## config.mk

```make
export PLATFORM = sky130hd
export DESIGN_NAME = core_ctrl
export DESIGN_NICKNAME = d
export VERILOG_FILES = /design/src/rtl/core_ctrl.sv
export SDC_FILE = /design/constraint.sdc
export NUM_CORES = 1
export LEC_CHECK = 0
export CAP_MARGIN = 10
export CELL_PAD_IN_SITES_DETAIL_PLACEMENT = 0
export CELL_PAD_IN_SITES_GLOBAL_PLACEMENT = 1
export CORE_MARGIN = 10
export CORE_UTILIZATION = 27
export DETAILED_ROUTE_END_ITERATION = 10
export GPL_ROUTABILITY_DRIVEN = 0
export GPL_TIMING_DRIVEN = 0
export PLACE_DENSITY = 0.83
export RECOVER_POWER = 100
export SLEW_MARGIN = 20
export SYNTH_ARGS = -nofsm -noshare
export SYNTH_HDL_FRONTEND = slang
export SYNTH_SLANG_ARGS = --single-unit
```

## constraint.sdc

```tcl
create_clock -name clk -period 3.7 [get_ports clk]
set_input_delay 0.37 -clock clk [delete_from_list [all_inputs] [get_ports clk]]
set_output_delay 0.37 -clock clk [all_outputs]
set_load 0.02 [all_outputs]
```

## src/rtl/core_ctrl.sv

```systemverilog
// core_ctrl: pipeline sequencer for the xrv32i core.
// Drives PC redirect, stage holds and flushes, fetch-timeout detection
// and a saturating stall-cycle counter. Control outputs are Mealy.
//
// state      | meaning
// -----------+-----------------------------------------------------
// RUN        | normal issue, all hazard sources evaluated
// FLUSH      | one cycle after a redirect, jumps and hazards ignored
// LOAD_STALL | one bubble cycle after a load-use hazard
// BUS_WAIT   | instruction fetch waiting on the ROM, timeout armed
module core_ctrl #(
    parameter int ADDR_W      = 32,
    parameter int REG_ADDR_W  = 5,
    parameter int BUS_TIMEOUT = 16,
    parameter int CNT_W       = 16
) (
    input  logic                  clk,
    input  logic                  rst,
    input  logic                  jump_req_in,
    input  logic [ADDR_W-1:0]     jump_addr_in,
    input  logic                  ex_hold_req_in,
    input  logic                  bus_hold_req_in,
    input  logic [REG_ADDR_W-1:0] id_rs1_in,
    input  logic [REG_ADDR_W-1:0] id_rs2_in,
    input  logic                  id_rs1_used_in,
    input  logic                  id_rs2_used_in,
    input  logic [REG_ADDR_W-1:0] ex_rd_in,
    input  logic                  ex_is_load_in,
    input  logic                  ex_reg_we_in,
    output logic                  jump_flag_out,
    output logic [ADDR_W-1:0]     jump_addr_out,
    output logic                  hold_pc_out,
    output logic                  hold_if_id_out,
    output logic                  hold_id_ex_out,
    output logic                  flush_if_id_out,
    output logic                  flush_id_ex_out,
    output logic                  bus_err_out,
    output logic [CNT_W-1:0]      stall_cnt_out,
    output logic [1:0]            state_out
);

    localparam logic [1:0] S_RUN        = 2'd0;
    localparam logic [1:0] S_FLUSH      = 2'd1;
    localparam logic [1:0] S_LOAD_STALL = 2'd2;
    localparam logic [1:0] S_BUS_WAIT   = 2'd3;

    localparam int BW = $clog2(BUS_TIMEOUT + 1);
    localparam logic [BW-1:0] BCNT_ONE = BW'(1);
    localparam logic [BW-1:0] BCNT_TO  = BW'(BUS_TIMEOUT);

    logic [1:0]        state_q, state_d;
    logic [BW-1:0]     bcnt_q, bcnt_d;
    logic              err_q, err_d;
    logic [CNT_W-1:0]  stall_q;

    logic              jump_c, hold_pc_c, hold_if_id_c, hold_id_ex_c;
    logic              flush_if_id_c, flush_id_ex_c;
    logic [ADDR_W-1:0] jaddr_c;
    logic              hazard, bus_hold_eff;

    // Load-use detection against the instruction currently in EX
    always_comb begin
        hazard = ex_is_load_in && ex_reg_we_in && (ex_rd_in != '0) &&
                 ((id_rs1_used_in && (id_rs1_in == ex_rd_in)) ||
                  (id_rs2_used_in && (id_rs2_in == ex_rd_in)));
        bus_hold_eff = bus_hold_req_in && !err_q;
    end

    // Next-state and Mealy control decode, priority jump > ex_hold > load-use > bus_hold
    always_comb begin
        state_d       = state_q;
        bcnt_d        = bcnt_q;
        err_d         = err_q;
        jump_c        = 1'b0;
        jaddr_c       = '0;
        hold_pc_c     = 1'b0;
        hold_if_id_c  = 1'b0;
        hold_id_ex_c  = 1'b0;
        flush_if_id_c = 1'b0;
        flush_id_ex_c = 1'b0;
        case (state_q)
            S_BUS_WAIT: begin
                if (jump_req_in) begin
                    jump_c        = 1'b1;
                    jaddr_c       = jump_addr_in;
                    flush_if_id_c = 1'b1;
                    flush_id_ex_c = 1'b1;
                    bcnt_d        = '0;
                    state_d       = S_FLUSH;
                end else if (ex_hold_req_in) begin
                    hold_pc_c    = 1'b1;
                    hold_if_id_c = 1'b1;
                    hold_id_ex_c = 1'b1;
                    if (bcnt_q != '1) bcnt_d = bcnt_q + BCNT_ONE;
                end else if (bus_hold_eff) begin
                    hold_pc_c     = 1'b1;
                    flush_if_id_c = 1'b1;
                    if (bcnt_q == BCNT_TO) begin
                        err_d   = 1'b1;
                        bcnt_d  = '0;
                        state_d = S_RUN;
                    end else begin
                        bcnt_d = bcnt_q + BCNT_ONE;
                    end
                end else begin
                    bcnt_d  = '0;
                    state_d = S_RUN;
                end
            end
            default: begin
                // RUN, FLUSH and LOAD_STALL share decode; FLUSH ignores jumps,
                // only RUN evaluates the hazard.
                if (jump_req_in && (state_q != S_FLUSH)) begin
                    jump_c        = 1'b1;
                    jaddr_c       = jump_addr_in;
                    flush_if_id_c = 1'b1;
                    flush_id_ex_c = 1'b1;
                    state_d       = S_FLUSH;
                end else if (ex_hold_req_in) begin
                    hold_pc_c    = 1'b1;
                    hold_if_id_c = 1'b1;
                    hold_id_ex_c = 1'b1;
                    state_d      = S_RUN;
                end else if (hazard && (state_q == S_RUN)) begin
                    hold_pc_c     = 1'b1;
                    hold_if_id_c  = 1'b1;
                    flush_id_ex_c = 1'b1;
                    state_d       = S_LOAD_STALL;
                end else if (bus_hold_eff) begin
                    hold_pc_c     = 1'b1;
                    flush_if_id_c = 1'b1;
                    bcnt_d        = BCNT_ONE;
                    state_d       = S_BUS_WAIT;
                end else begin
                    state_d = S_RUN;
                end
            end
        endcase
    end

    // State, timeout counter and sticky error register
    always_ff @(posedge clk or posedge rst) begin
        if (rst) begin
            state_q <= S_RUN;
            bcnt_q  <= '0;
            err_q   <= 1'b0;
        end else begin
            state_q <= state_d;
            bcnt_q  <= bcnt_d;
            err_q   <= err_d;
        end
    end

    // Saturating count of cycles in which the PC is held
    always_ff @(posedge clk or posedge rst) begin
        if (rst) begin
            stall_q <= '0;
        end else if (hold_pc_c && (stall_q != '1)) begin
            stall_q <= stall_q + 1'b1;
        end
    end

    // Control outputs are forced low for as long as reset is asserted
    always_comb begin
        jump_flag_out   = jump_c        && !rst;
        jump_addr_out   = rst ? '0 : jaddr_c;
        hold_pc_out     = hold_pc_c     && !rst;
        hold_if_id_out  = hold_if_id_c  && !rst;
        hold_id_ex_out  = hold_id_ex_c  && !rst;
        flush_if_id_out = flush_if_id_c && !rst;
        flush_id_ex_out = flush_id_ex_c && !rst;
    end

    assign bus_err_out   = err_q;
    assign stall_cnt_out = stall_q;
    assign state_out     = state_q;

endmodule

```

==> flow_metrics.py <==
metrics = {
    "run_status": {
        "status": "completed",
    },
    "synth": {
        "yosys-top-cells-area": "dfrtp_1 34%, and2_1 12%, xor2_1 6.5%",
        "synth_most_common_cell": "and2_1",
        "synth_cell_types": 42,
        "synth_common_cells": "33 x and2_1, 24 x dfrtp_1, 20 x nand2_1, 13 x xor2_1, 12 x nor2_1",
        "yosys.area_share.simple_pct": 35.14,
        "synth_edf_count": 0,
        "synth_top_family_by_area": "simple AND/OR/NAND/NOR gates",
        "syn_area_um2": 1755,
        "yosysWarnings": 0,
        "synth_cells": 198,
        "synth_compound_area_share_pct": 9.907,
        "synth-seq-area-share_pct": 34.21,
        "synthArstFlopShare_pct": 100.0,
        "syn_nets": 258,
        "synth.mux.area_fraction_pct": 2.423,
        "synth_seq_cells": 24,
        "synthXorXnorAreaFrac_pct": 11.97,
        "synthFlopType": "dfrtp_1",
        "syn_avg_cell_area_um2": 8.866,
        "yosys.area.top_type": "dfrtp_1",
        "synth_top_area_share_pct": 34.21,
        "synthAdderAreaFrac_pct": 2.851,
    },
    "finish": {
        "antenna_cells": 0,
        "syn2layout_area_growth_pct": 71.35,
        "final_layout_size_suffix_gt1_share_pct": 4.153,
        "final_nets": 374,
    },
    "global_routing": {
        "antenna_found_initial": 0,
        "grt_first_pass_wirelength_mm": 9.639,
        "globalRouteOverflowTotal": 0,
        "grt_max_degree": 27,
        "grt_pass1_vias": 1760,
        "grtUsageTotal_pct": 11.52,
    },
    "setup_path": {
        "arrival_ns": 2.95,
        "slowest_delay_ns": 0.60,
        "cpMostUsedCell": "nor2_1",
        "critical_path.top_delay_family": "buffers and inverters",
        "endpoint_kind": "output port",
        "cp_slowest_cell": "dlygate4sd3_1",
        "crit_fanout": 10,
        "worstSetupStartpoint": "ex_rd_in[1]",
        "cp_cell_sequence": "dlygate4sd3_1 -> or4_1 -> nor2_1 -> nor4_4 -> a41oi_4 -> buf_6 -> nor2_1 -> clkdlybuf4s50_1",
        "critPathKind": "input port to output port",
        "r2r_start": "stall_cnt_out[0]$_DFFE_PP0P_",
        "critical_path_buf_inv_count": 3,
        "required_ns": 3.33,
        "start_kind": "input port",
    },
    "hold_path": {
        "holdCritPathClass": "flop to flop",
        "min_from": "stall_cnt_out[9]$_DFFE_PP0P_",
    },
    "timing": {
        "setup_viol": 0,
        "min_period_ns": 3.318,
        "slew_headroom_pct": 38.81,
        "post-route-period-util_pct": 89.68,
        "fin_skew_ns": 0.005538,
        "rsz0062_at_grt": "false",
        "whs_ns": 0.4926,
        "hold_violations": 0,
        "tightest_slew_ns": 0.9123,
        "setup_ws_ns": 0.3817,
        "fmax_mhz": 301.4,
        "fin_setup_tns_ns": 0,
        "drv_slew": 0,
    },
    "floorplanning": {
        "num_io_pins": 113,
        "start_util_pct": 27.65,
        "core_area_um2": 6350,
        "rows": 29,
        "fp.dieH_um": 100.6,
        "die_x_um": 100.6,
        "die_area_um2": 10130,
    },
    "cts": {
        "ctsResizeCount": 0,
        "htreeDepth": 1,
        "cts_made_buffers": 3,
        "post-cts-setup-buffers": 0,
        "clock_sinks": 24,
        "clk_pin_slew_ns": 0.09,
        "cts-root-buf": "clkbuf_8",
        "cts_tree": "yes",
        "cts_hold_buf": 0,
        "clock_latency_ns": 0.27,
        "cts_buffer_depth": 2,
    },
    "power": {
        "powerDensity_nw_per_um2": 408.8,
        "leakagePower_nw": 1.297,
        "peakVddDrop_v": 0.0003124,
    },
    "route": {
        "postRouteAntennaNets": 0,
        "drt_wl_total_mm": 6.252,
        "via_per_inst": 4.600,
        "drt-pass1-iter-count": 4,
        "remaining_drc_errors": 0,
        "drt-wirelength-per-cell_um": 16.03,
        "vias": 1794,
        "drtIter0Drc": 39,
    },
    "job": {
        "maxCapViolations": 0,
    },
    "placed_design": {
        "post-place-ws_ns": 0.4947,
        "port_buffers": 111,
        "dpl.hpwl_mm": 5.233,
    },
}
final timing paths:
kind	depth (start not counted)	end	slack [ns]
setup / recovery	8	hold_pc_out	0.38
min in group asynchronous	2	stall_cnt_out[8]$_DFFE_PP0P_	0.73
hold / removal	1	stall_cnt_out[9]$_DFFE_PP0P_	0.49
hold reg to reg	1	stall_cnt_out[9]$_DFFE_PP0P_	0.49
max in group asynchronous	2	bcnt_q[0]$_DFFE_PP0P_	2.54
setup reg to reg	8	stall_cnt_out[14]$_DFFE_PP0P_	1.76
metrics by stage:
stage	cell area, um2	total power, mW	cells	utilization [%]
after CTS	3034	1.297	390	47.78
after floorplan	1755	0.7506	198	-
final	3008	1.230	390	47.37
after global placement	2963	1.056	386	46.66
after global routing	3008	1.307	390	47.37
after detailed placement	2963	1.063	386	46.66
layer usage:
metal	part of all wire (%)	track usage (%)	vias up
met4	0.74	2.935	0
met2	45	18.87	88
met1	42	13.90	792
li1	-	-	910
met5	0	0	-
met3	12	4.184	4
cells by family (layout without fill, tap and decap cells):
kind of cell	count (synthesis)	count (layout)
AND/OR/NAND/NOR	107	107
XOR/XNOR	24	24
flip-flops	24	24
AO/OA/AOI/OAI	21	21
buffers and inverters	14	129
adder cells (fa/ha/maj)	4	4
multiplexers	4	4
flip-flops by register name (all words and copies together), names as in the netlist:
name	count
stall_cnt_out	16
bcnt_q	5
state_out	2
bus_err_out	1
power by group:
group	internal, mW	switching, mW
logic	0.279	0.300
registers	0.334	0.0850
clock network	0.145	0.0868
cell usage in the layout, fill, tap and decap left out, types with 2 or more instances in the layout:
cell              n
and3_1            2
mux2_2            2
nor2_1           14
a21o_1            2
nand2_1          20
dlygate4sd3_1    58
clkbuf_1          4
xor2_1           13
a22oi_1           3
ha_1              4
xnor2_1          11
o2bb2ai_1         2
and2_1           32
dfrtp_1          24
clkdlybuf4s50_1  53
nand2b_1          3
nor3_1           10
nor4b_1           2
nand3_1           7
mux2i_1           2
clkbuf_8          3
a21oi_1           5
inv_1             7
nor4_1            4
nand4_1           5
area by class of cell:
class,count,area (um2)
clock inverter,1,30.03
fill,594,3342
tap,77,96.34
timing repair buffer,111,1111
buffer,6,31.28
clock buffer,3,41.29
sequential,24,600.6
inverter,8,30.03
multi-input combinational,160,1067
Note: power is estimated with default switching activity, not from simulation.
